**src/rtl/imem_loader_pkg.sv**
```systemverilog
// Shared types and constants for the instruction-memory loader.
// Optional checksum trailer is enabled by defining IMEM_LOADER_CHECKSUM_EN.
package imem_loader_pkg;

  localparam int ADDR_W_DEFAULT = 6;
  localparam int LANES          = 4;

  typedef enum logic [1:0] {
    ST_IDLE  = 2'd0,
    ST_COUNT = 2'd1,
    ST_DATA  = 2'd2,
    ST_CHECK = 2'd3
  } state_e;

  function automatic int depth_of(input int aw);
    return 1 << aw;
  endfunction

  function automatic logic [7:0] csum_step(input logic [7:0] acc, input logic [7:0] b);
    return acc ^ b;
  endfunction

endpackage

```
**src/rtl/imem_loader_word_packer.sv**
```systemverilog
// Collects bytes MSB-first into a 32-bit word; word_ready_o marks the 4th byte's strobe
// and word_o is valid in that same cycle.
module imem_loader_word_packer
  import imem_loader_pkg::*;
(
  input  logic        clk_i,
  input  logic        rst_i,
  input  logic        clr_i,
  input  logic        en_i,
  input  logic [7:0]  rx_data_i,
  input  logic        rx_valid_i,
  output logic [31:0] word_o,
  output logic        word_ready_o
);

  logic [1:0]  lane_q, lane_d;
  logic [23:0] shift_q, shift_d;
  logic        accept_s;

  assign accept_s     = en_i & rx_valid_i;
  assign word_ready_o = accept_s & (lane_q == 2'(LANES - 1));
  assign word_o       = {shift_q, rx_data_i};

  always_comb begin
    lane_d  = lane_q;
    shift_d = shift_q;
    if (clr_i) begin
      lane_d  = 2'd0;
      shift_d = 24'd0;
    end else if (accept_s) begin
      lane_d  = lane_q + 2'd1;
      shift_d = {shift_q[15:0], rx_data_i};
    end else begin
      lane_d  = lane_q;
    end
  end

  always_ff @(posedge clk_i or posedge rst_i) begin
    if (rst_i) begin
      lane_q  <= 2'd0;
      shift_q <= 24'd0;
    end else begin
      lane_q  <= lane_d;
      shift_q <= shift_d;
    end
  end

endmodule

```
**src/rtl/imem_loader.sv**
```systemverilog
// Byte-stream loader for the instruction memory: count byte, N big-endian words,
// optional XOR trailer (IMEM_LOADER_CHECKSUM_EN). All outputs are registered.
module imem_loader
  import imem_loader_pkg::*;
#(
  parameter int ADDR_W = ADDR_W_DEFAULT
) (
  input  logic        clk_i,
  input  logic        rst_i,
  input  logic        load_i,
  input  logic [7:0]  rx_data_i,
  input  logic        rx_valid_i,
  output logic        we_o,
  output logic [31:0] wa_o,
  output logic [31:0] wd_o,
  output logic        busy_o,
  output logic        cpu_hold_o,
  output logic        done_o,
  output logic        err_o
);

  localparam int DEPTH = depth_of(ADDR_W);
  localparam int CNT_W = ADDR_W + 1;

  state_e             state_q, state_d;
  logic [CNT_W-1:0]   count_q, count_d;
  logic [CNT_W-1:0]   idx_q, idx_d;
  logic               we_q, we_d;
  logic [31:0]        wa_q, wa_d;
  logic [31:0]        wd_q, wd_d;
  logic               busy_q, busy_d;
  logic               done_q, done_d;
  logic               err_q, err_d;
`ifdef IMEM_LOADER_CHECKSUM_EN
  logic [7:0]         csum_q, csum_d;
`endif

  logic               pk_clr_s, pk_en_s, pk_ready_s;
  logic [31:0]        pk_word_s;
  logic [CNT_W-1:0]   idx_inc_s;

  imem_loader_word_packer u_packer (
    .clk_i        (clk_i),
    .rst_i        (rst_i),
    .clr_i        (pk_clr_s),
    .en_i         (pk_en_s),
    .rx_data_i    (rx_data_i),
    .rx_valid_i   (rx_valid_i),
    .word_o       (pk_word_s),
    .word_ready_o (pk_ready_s)
  );

  assign idx_inc_s = idx_q + CNT_W'(1);

  always_comb begin
    state_d  = state_q;
    count_d  = count_q;
    idx_d    = idx_q;
    we_d     = 1'b0;
    wa_d     = wa_q;
    wd_d     = wd_q;
    busy_d   = busy_q;
    done_d   = 1'b0;
    err_d    = err_q;
    pk_clr_s = 1'b0;
    pk_en_s  = 1'b0;
`ifdef IMEM_LOADER_CHECKSUM_EN
    csum_d   = csum_q;
`endif
    case (state_q)
      ST_IDLE: begin
        if (load_i) begin
          state_d  = ST_COUNT;
          busy_d   = 1'b1;
          err_d    = 1'b0;
          idx_d    = '0;
          pk_clr_s = 1'b1;
`ifdef IMEM_LOADER_CHECKSUM_EN
          csum_d   = 8'd0;
`endif
        end else begin
          state_d = ST_IDLE;
        end
      end
      ST_COUNT: begin
        if (rx_valid_i) begin
          if ({1'b0, rx_data_i} > 9'(DEPTH)) begin
            err_d   = 1'b1;
            busy_d  = 1'b0;
            state_d = ST_IDLE;
          end else begin
            count_d = (rx_data_i == 8'd0) ? CNT_W'(DEPTH) : CNT_W'(rx_data_i);
            state_d = ST_DATA;
          end
        end else begin
          state_d = ST_COUNT;
        end
      end
      ST_DATA: begin
        pk_en_s = 1'b1;
`ifdef IMEM_LOADER_CHECKSUM_EN
        if (rx_valid_i) begin
          csum_d = csum_step(csum_q, rx_data_i);
        end else begin
          csum_d = csum_q;
        end
`endif
        if (pk_ready_s) begin
          we_d  = 1'b1;
          wd_d  = pk_word_s;
          wa_d  = {{(30 - ADDR_W){1'b0}}, idx_q[ADDR_W-1:0], 2'b00};
          idx_d = idx_inc_s;
          if (idx_inc_s == count_q) begin
`ifdef IMEM_LOADER_CHECKSUM_EN
            state_d = ST_CHECK;
`else
            done_d  = 1'b1;
            busy_d  = 1'b0;
            state_d = ST_IDLE;
`endif
          end else begin
            state_d = ST_DATA;
          end
        end else begin
          state_d = ST_DATA;
        end
      end
`ifdef IMEM_LOADER_CHECKSUM_EN
      ST_CHECK: begin
        if (rx_valid_i) begin
          if (rx_data_i == csum_q) begin
            done_d = 1'b1;
          end else begin
            err_d  = 1'b1;
          end
          busy_d  = 1'b0;
          state_d = ST_IDLE;
        end else begin
          state_d = ST_CHECK;
        end
      end
`endif
      default: begin
        busy_d  = 1'b0;
        state_d = ST_IDLE;
      end
    endcase
  end

  always_ff @(posedge clk_i or posedge rst_i) begin
    if (rst_i) begin
      state_q <= ST_IDLE;
      count_q <= '0;
      idx_q   <= '0;
      we_q    <= 1'b0;
      wa_q    <= 32'd0;
      wd_q    <= 32'd0;
      busy_q  <= 1'b0;
      done_q  <= 1'b0;
      err_q   <= 1'b0;
`ifdef IMEM_LOADER_CHECKSUM_EN
      csum_q  <= 8'd0;
`endif
    end else begin
      state_q <= state_d;
      count_q <= count_d;
      idx_q   <= idx_d;
      we_q    <= we_d;
      wa_q    <= wa_d;
      wd_q    <= wd_d;
      busy_q  <= busy_d;
      done_q  <= done_d;
      err_q   <= err_d;
`ifdef IMEM_LOADER_CHECKSUM_EN
      csum_q  <= csum_d;
`endif
    end
  end

  assign we_o       = we_q;
  assign wa_o       = wa_q;
  assign wd_o       = wd_q;
  assign busy_o     = busy_q;
  assign cpu_hold_o = busy_q;
  assign done_o     = done_q;
  assign err_o      = err_q;

endmodule

```
**config.mk**
```make
export PLATFORM = sky130hd
export DESIGN_NAME = imem_loader
export DESIGN_NICKNAME = d
export VERILOG_FILES = /design/src/rtl/imem_loader_pkg.sv /design/src/rtl/imem_loader_word_packer.sv /design/src/rtl/imem_loader.sv
export SDC_FILE = /design/constraint.sdc
export NUM_CORES = 1
export LEC_CHECK = 0
export ABC_AREA = 1
export BUFFER_PORTS_ARGS = -buffer_cell sky130_fd_sc_hd__buf_2
export CAP_MARGIN = 20
export CELL_PAD_IN_SITES_DETAIL_PLACEMENT = 1
export CELL_PAD_IN_SITES_GLOBAL_PLACEMENT = 1
export CORE_ASPECT_RATIO = 0.6
export CORE_MARGIN = 2
export CORE_UTILIZATION = 30
export DETAILED_ROUTE_END_ITERATION = 16
export GPL_TIMING_DRIVEN = 0
export PLACE_DENSITY_LB_ADDON = 0.1
export SLEW_MARGIN = 20
export SYNTH_ARGS = -nofsm -noshare
export SYNTH_HDL_FRONTEND = slang
export SYNTH_SLANG_ARGS = --single-unit
```
**constraint.sdc**
```tcl
create_clock -name clk_i -period 3.4 [get_ports clk_i]
set_clock_uncertainty 0.1 [all_clocks]
set_input_delay 0.17 -clock clk_i [delete_from_list [all_inputs] [get_ports clk_i]]
set_output_delay 0.17 -clock clk_i [all_outputs]
set_load 0.01 [all_outputs]
```
==> results.sh, run 1 <==
export IMPL_yosysWarnings=0
export IMPL_cpLargestDelayFamily="simple AND/OR/NAND/NOR gates"
export IMPL_utilization_pct=38.3
export IMPL_avgSynthCellArea_um2=9.34
export IMPL_grt_max_degree=49
export IMPL_leakage_nw=2.35
export IMPL_syn_to_final_growth_pct=25.7
export IMPL_fin_crit_sh_pct=56.7
export IMPL_wirelength_mm=9.78
export IMPL_timing_rr_start="idx_q[0]"
export IMPL_min_from="rx_data_i[2]"
export IMPL_worstPathCellList="ha_1 > inv_1 > nand2_1 > nand2_1 > nor2_1 > nand2_2 > nor2_2 > nand4_2 > o21bai_2 > nand2_1 > nand2_1 > nand2_1"
export IMPL_hpwl_mm=7.23
export IMPL_clkSlewWorstSetupHoldPaths_ns=0.06
export IMPL_setup_viol_count_final=0
export IMPL_preCtsSetupSlack_ns=1.49
export IMPL_rsz0062_at_grt="no"
export IMPL_io_pins=81
export IMPL_use_met3_pct=4.39
export IMPL_max_stage_delay_ns=0.44
export IMPL_p_per_area_mw_per_mm2=750
export IMPL_critPathKind="reg2reg"
export IMPL_arrival_ns=2.06
export IMPL_start_util_pct=30.5
export IMPL_maxCapViolations=0
export IMPL_root_buffer="clkbuf_16"
export IMPL_grtUsageMet2_pct=22.7
export IMPL_rows=31
export IMPL_synthTopCellsByArea="dfrtp_1 58%, nand2_1 8.4%, o21ai_0 6.2%"
export IMPL_met1_usage_pct=23.9
export IMPL_htreeDepth=3
export IMPL_cp_end_kind="register"
export IMPL_cpMaxStageDelayCell="dfrtp_1"
export IMPL_relSlewSlack_pct=59.2
export IMPL_die_w_um=146
export IMPL_setup_slack_ns=1.47
export IMPL_finalPower_mw=3.43
export IMPL_postRouteAntennaNets=0
export IMPL_hold_viol=0
export IMPL_clock_latency_ns=0.34
export IMPL_critPathRequiredTime_ns=3.53
export IMPL_timing_rr_end="busy_o"
export IMPL_crit_top_cell="nand2_1"
export IMPL_vias=2858
export IMPL_max_freq_mhz=518
export IMPL_drv_slew=0
export IMPL_io_buffers=54
export IMPL_rr_worst_depth=12
export IMPL_gp_congestion=0.778
export IMPL_min_path_type="in2reg"
export IMPL_grt_antenna_before_repair=0
export IMPL_yosys_area_top_type_share_pct=57.7
export IMPL_holdPathStages=3
export IMPL_syn_area_mm2=0.00364
export IMPL_synth_seq_cells=84
export IMPL_min_period_ns=1.93
export IMPL_synth_top_area_cell="dfrtp_1"
export IMPL_drc=0
export IMPL_drt_iter0_drc=108
export IMPL_top_usage_layer="met1"
export IMPL_ff2ff_setup_slack_ns=1.47
export IMPL_grt_pass1_wl_mm=15.7
export IMPL_synthCells=390
export IMPL_coreArea_mm2=0.0119
export IMPL_first_pass_iters=4
export IMPL_grt_overflow=0
export IMPL_whs_endpoint="u_packer.shift_q[2]"
export IMPL_n_antenna_cell=0
export IMPL_first_global_vias=2827
export IMPL_synth_cell_types=30
export IMPL_routedWlPerCell_um=15.0
export IMPL_clkSinkCount=84
export IMPL_critPathMaxFanout=6
export IMPL_dieArea_mm2=0.0131
export IMPL_status="finished clean"
export IMPL_cts_buffers=9
export IMPL_grt_usage_pct=16.1
export IMPL_startpoint_type="register"
export IMPL_vdd_drop_max_mv=0.285
export IMPL_cp_num_buf_inv=1
export IMPL_ys_seq_area_share_pct=57.7
export IMPL_max_slew_worst_pin_slew_ns=0.612
export IMPL_viasPerCell=4.37
export IMPL_fin_nets=498
export IMPL_drive_gt1_share_pct=23.9
export IMPL_die_h_um=89.3
export IMPL_cts_tree="built"
export IMPL_clockBufferDepth=2
Yosys cell counts (all sizes together):
cell	number
nand4	4
o22ai	24
a21oi	2
conb	1
dfrtp	84
ha	2
o31ai	1
nand3	20
nor3	2
buf	34
o21a	2
nor2	9
nand3b	2
inv	58
nand2	84
o21ai	53
o21bai	1
clkbuf	7
final cells by class:
type                            instances  area [µm²]
Inverter                               58         220
Buffer                                 41         270
Multi-Input combinational cell        232        1140
Tap cell                              165         206
Clock inverter                          4        47.5
Sequential cell                        84        2100
Timing Repair Buffer                   58         328
Fill cell                            1430        7370
Clock buffer                           12         256
how the worst max path moves through the flow:
stage          startpoint  endpoint  slack [ns]  cells past startpoint
2_1_floorplan       rst_i    busy_o        0.96                      1
3_3_place_gp        rst_i  wd_o[17]       -0.27                      2
3_5_place_dp     idx_q[0]    busy_o        1.49                     12
4_1_cts          idx_q[0]    busy_o        1.46                     12
5_1_grt          idx_q[0]    busy_o        1.29                     12
6_report         idx_q[0]    busy_o        1.47                     12
worst register-to-register path, stage by stage (launching register included):
cell      delay (ns)
dfrtp_1         0.44
ha_1            0.34
inv_1           0.05
nand2_1         0.05
nand2_1         0.07
nor2_1          0.11
nand2_2         0.06
nor2_2          0.11
nand4_2         0.14
o21bai_2        0.18
nand2_1         0.07
nand2_1         0.05
nand2_1         0.05
state kept, by name, indices dropped and copies added, names as in the netlist:
| name | cells |
|---|---|
| done_o | 1 |
| we_o | 1 |
| wd_o | 32 |
| state_q | 2 |
| count_q | 7 |
| wa_o | 6 |
| u_packer.shift_q | 24 |
| err_o | 1 |
| idx_q | 7 |
| u_packer.lane_q | 2 |
| busy_o | 1 |
stage by stage:
| stage | std cells | setup TNS, ns | hold slack (ns) | area [µm²] |
|---|---|---|---|---|
| 2_1_floorplan | 415 | 0 | 0.217 | 3730 |
| 3_3_place_gp | 634 | -22.38 | 0.358 | 4210 |
| 3_5_place_dp | 635 | 0 | 0.155 | 4240 |
| 4_1_cts | 654 | 0 | 0.00823 | 4580 |
| 5_1_grt | 654 | 0 | 0.0266 | 4580 |
| 6_report | 654 | 0 | 0.00730 | 4580 |
layout by cell type (no fill, tap or decap), types with 2 or more instances in the layout:
cell	Yosys	layout
clkinv_2	0	2
clkbuf_1	7	8
a21oi_1	2	2
nor3_1	2	2
ha_1	2	2
dlygate4sd3_1	0	3
nor2_1	6	6
nand3b_1	2	2
clkbuf_8	0	2
buf_4	27	27
nand4_1	3	3
nand2_1	81	81
buf_2	6	60
inv_1	57	56
o21ai_1	8	8
o22ai_1	23	23
clkbuf_16	0	9
nand2_2	3	3
o21ai_0	45	45
conb_1	1	26
o21a_1	2	2
nand3_1	18	18
dfrtp_1	84	84
kinds of logic (layout without fill, tap and decap cells):
logic type,Yosys count,count (layout),share of synthesized area [%]
DFF,84,84,57.7
and+or+nand+nor,121,121,15.3
AOI/OAI and AO/OA,83,83,12.8
other,1,26,0.103
buffers and inverters,99,173,13.4
adders and majority gates,2,2,0.687
routing by layer:
layer / vias to the layer above / part of all wire, %
li1: 1393 / -
met1: 1396 / 54
met2: 57 / 40
met3: 12 / 4.8
met4: 0 / 0.94
met5: - / 0
power by group:
group,switching [mW],internal (mW),leakage [nW]
registers,0.195,1.30,1.11
logic,0.557,0.376,1.09
clock network,0.401,0.607,0.149
what timing repair did:
item                      in CTS  in global routing
hold endpoints to repair      38                  0
setup buffers                  0                  0
hold buffers                   3                  0
gates resized for setup        0                  0
Note: power is estimated with default switching activity, not from simulation.
==> run 2: changes to the inputs <==
- ABC_AREA: 1 -> 0
- clock period: 3.4 -> 1.79 ns (I/O delays scaled with it)
==> run 2 against run 1 <==
Global-route usage is 0.75 points lower. Cell count is 11% lower. Critical endpoint is now count_q[2]. Combinational power hardly changed. Sequential power is 51% higher. First-iteration DRC count is 1.9% higher.
==> results.sh, run 2 <==
export IMPL_synth_seq_cells=84
export IMPL_syn_area_mm2=0.00365
export IMPL_synth_simple_area_share_pct=8.12
export IMPL_drive_gt1_share_pct=34.4
export IMPL_clockBufferDepth=2
export IMPL_fin_nets=425
export IMPL_root_buffer="clkbuf_16"
export IMPL_synth_top_family_by_area="multiplexers"
export IMPL_gp_congestion=0.763
export IMPL_syn_to_final_growth_pct=31.1
export IMPL_routedWlPerCell_um=15.9
export IMPL_start_util_pct=30.6
export IMPL_synth_edf_count=0
export IMPL_rows=31
export IMPL_cts_buffers=9
export IMPL_arrival_ns=1.88
export IMPL_status="finished clean"
export IMPL_top_usage_layer="met1"
export IMPL_p_per_area_mw_per_mm2=1020
export IMPL_cpMaxStageDelayCell="or3b_4"
export IMPL_grt_antenna_before_repair=0
export IMPL_worstPathCellList="clkbuf_4 > nand2b_1 > or3b_4 > buf_6 > mux2_4"
export IMPL_synth_most_common_cell="dfrtp_1"
export IMPL_setup_slack_ns=0.0304
export IMPL_ys_async_sr_fraction_pct=100
export IMPL_die_h_um=89.5
export IMPL_drc=0
export IMPL_preCtsSetupSlack_ns=-0.376
export IMPL_htreeDepth=3
export IMPL_grt_max_degree=34
export IMPL_fin_crit_sh_pct=98.3
export IMPL_postRouteAntennaNets=0
export IMPL_synth_fa_ha_area_share_pct=0.685
export IMPL_yosys_area_top_type_share_pct=57.6
export IMPL_vias=2526
export IMPL_first_pass_iters=4
export IMPL_hold_viol=0
export IMPL_setup_viol_count_final=0
export IMPL_grt_pass1_wl_mm=14.8
export IMPL_synthCells=304
export IMPL_synth_top_area_cell="dfrtp_1"
export IMPL_cts_tree="built"
export IMPL_synth_xor_area_share_pct=3.60
export IMPL_grt_usage_pct=15.4
export IMPL_synthMuxAreaShare_pct=14.2
export IMPL_max_stage_delay_ns=0.38
export IMPL_min_path_type="in2reg"
export IMPL_cp_end_kind="register"
export IMPL_critPathKind="reg2reg"
export IMPL_die_w_um=146
export IMPL_startpoint_type="register"
export IMPL_hpwl_mm=6.39
export IMPL_leakage_nw=2.53
export IMPL_met1_usage_pct=23.0
export IMPL_max_slew_worst_pin_slew_ns=0.585
export IMPL_finalPower_mw=4.88
export IMPL_critPathMaxFanout=10
export IMPL_vdd_drop_max_mv=0.566
export IMPL_io_pins=81
export IMPL_ys_seq_area_share_pct=57.6
export IMPL_drt_iter0_drc=110
export IMPL_max_freq_mhz=568
export IMPL_yosysWarnings=0
export IMPL_io_buffers=54
export IMPL_use_met3_pct=4.85
export IMPL_min_period_ns=1.76
export IMPL_avgSynthCellArea_um2=12.0
export IMPL_clock_latency_ns=0.34
export IMPL_clkSinkCount=84
export IMPL_synthTopCellsByArea="dfrtp_1 58%, mux2_1 12%, buf_4 5.6%"
export IMPL_grt_overflow=0
export IMPL_largest_reg_flops=32
export IMPL_synth_compound_area_share_pct=7.88
export IMPL_n_antenna_cell=0
export IMPL_coreArea_mm2=0.0119
export IMPL_dieArea_mm2=0.0131
export IMPL_viasPerCell=4.35
export IMPL_first_global_vias=2535
export IMPL_rsz0062_at_grt="yes"
export IMPL_ys_flop_type="dfrtp_1"
export IMPL_yosys_top_cells_count="84 x dfrtp_1, 40 x nand2_1, 38 x mux2_1, 27 x buf_4, 21 x a21oi_1"
export IMPL_clkSlewWorstSetupHoldPaths_ns=0.06
export IMPL_maxCapViolations=0
export IMPL_grtUsageMet2_pct=21.0
export IMPL_final_common_cell="dfrtp_1"
export IMPL_drv_slew=0
export IMPL_wirelength_mm=9.24
export IMPL_relSlewSlack_pct=60.9
export IMPL_n_fill_cell=1345
export IMPL_critPathRequiredTime_ns=1.91
export IMPL_final_cell_mix="82 x dfrtp_1, 56 x buf_2, 40 x nand2_1"
export IMPL_synth_cell_types=32
[run 2: changes by cell type after synthesis, moves of 4 or more]
cell / previous run / this run
nand2_1: 81 / 40
o21ai_1: 8 / 12
a21oi_1: 2 / 21
xnor2_1: 0 / 11
o22ai_1: 23 / 1
mux2_1: 0 / 38
nand3_1: 18 / 2
inv_1: 57 / 2
a22o_1: 0 / 10
o21ai_0: 45 / 0
mux2_4: 0 / 6
xor2_1: 0 / 4
[run 2: final timing paths]
check | slack, ns | to | depth (start not counted) | from
min reg2reg | 0.38 | wd_o[29] | 1 | wd_o[29]
min | 0.01 | state_q[0] | 3 | load_i
max | 0.03 | count_q[2] | 5 | state_q[1]
max in group asynchronous | 0.76 | state_q[0] | 4 | rst_i
min in group asynchronous | 0.25 | wd_o[5] | 3 | rst_i
max reg2reg | 0.03 | count_q[2] | 5 | state_q[1]
[run 2: timing repair]
| item | in CTS | in global routing |
|---|---|---|
| hold buffers | 10 | 0 |
| hold endpoints to repair | 45 | 0 |
| endpoints found under the setup margin | 64 | 57 |
| buffers inserted | 3 | 3 |
| resized for setup | 20 | 18 |
| pin swaps | 1 | 5 |
[run 2: final cells by class]
type / count / area [µm²] / share of cell area [%]
plain buffers: 41 / 310 / 6.48
clock buffers: 9 / 225 / 4.71
clock inverters: 7 / 43.8 / 0.915
inverters: 3 / 15.0 / 0.314
multi-input cells: 200 / 1430 / 29.8
flip-flops and latches: 84 / 2100 / 44.0
well taps: 165 / 206 / 4.31
repair buffers: 72 / 455 / 9.52
[run 2: metrics by stage]
step           cell area [µm²]  std cells  hold WS (ns)  utilization, %  setup TNS [ns]
6_report                  4790        581        0.0142            40.1               0
5_1_grt                   4790        581        0.0261            40.1          -0.242
4_1_cts                   4710        578        0.0298            39.4               0
3_5_place_dp              4270        550        0.0903            35.7          -15.80
3_3_place_gp              4230        548         0.285            35.4          -18.96
2_1_floorplan             3750        329         0.120               -               0
[run 2: cells by family (layout without fill, tap and decap cells)]
group           Yosys count  count (layout)
flops                    84              84
simple gates             65              65
compound gates           48              48
buf+inv                  45             132
mux                      44              44
xor+xnor                 15              15
fa+ha+maj                 2               2
other cells               1              26
[run 2: layer usage]
| metal | vias up | share of wire [%] |
|---|---|---|
| met5 | - | 0 |
| met1 | 1260 | 54 |
| met4 | 0 | 1.1 |
| li1 | 1204 | - |
| met3 | 10 | 4.4 |
| met2 | 52 | 40 |
[run 2: worst max-delay path: cells and delay by family, from the launching register on]
kind	cells	cell delay (ns)
and+or+nand+nor	2	0.56
DFF	1	0.35
muxes	1	0.30
buffers and inverters	2	0.33
[run 2: where the power goes]
part           switching (mW)  internal [mW]  total, mW
Combinational           0.495          0.439      0.934
Clock                   0.763          0.931       1.69
Sequential              0.172           2.08       2.25
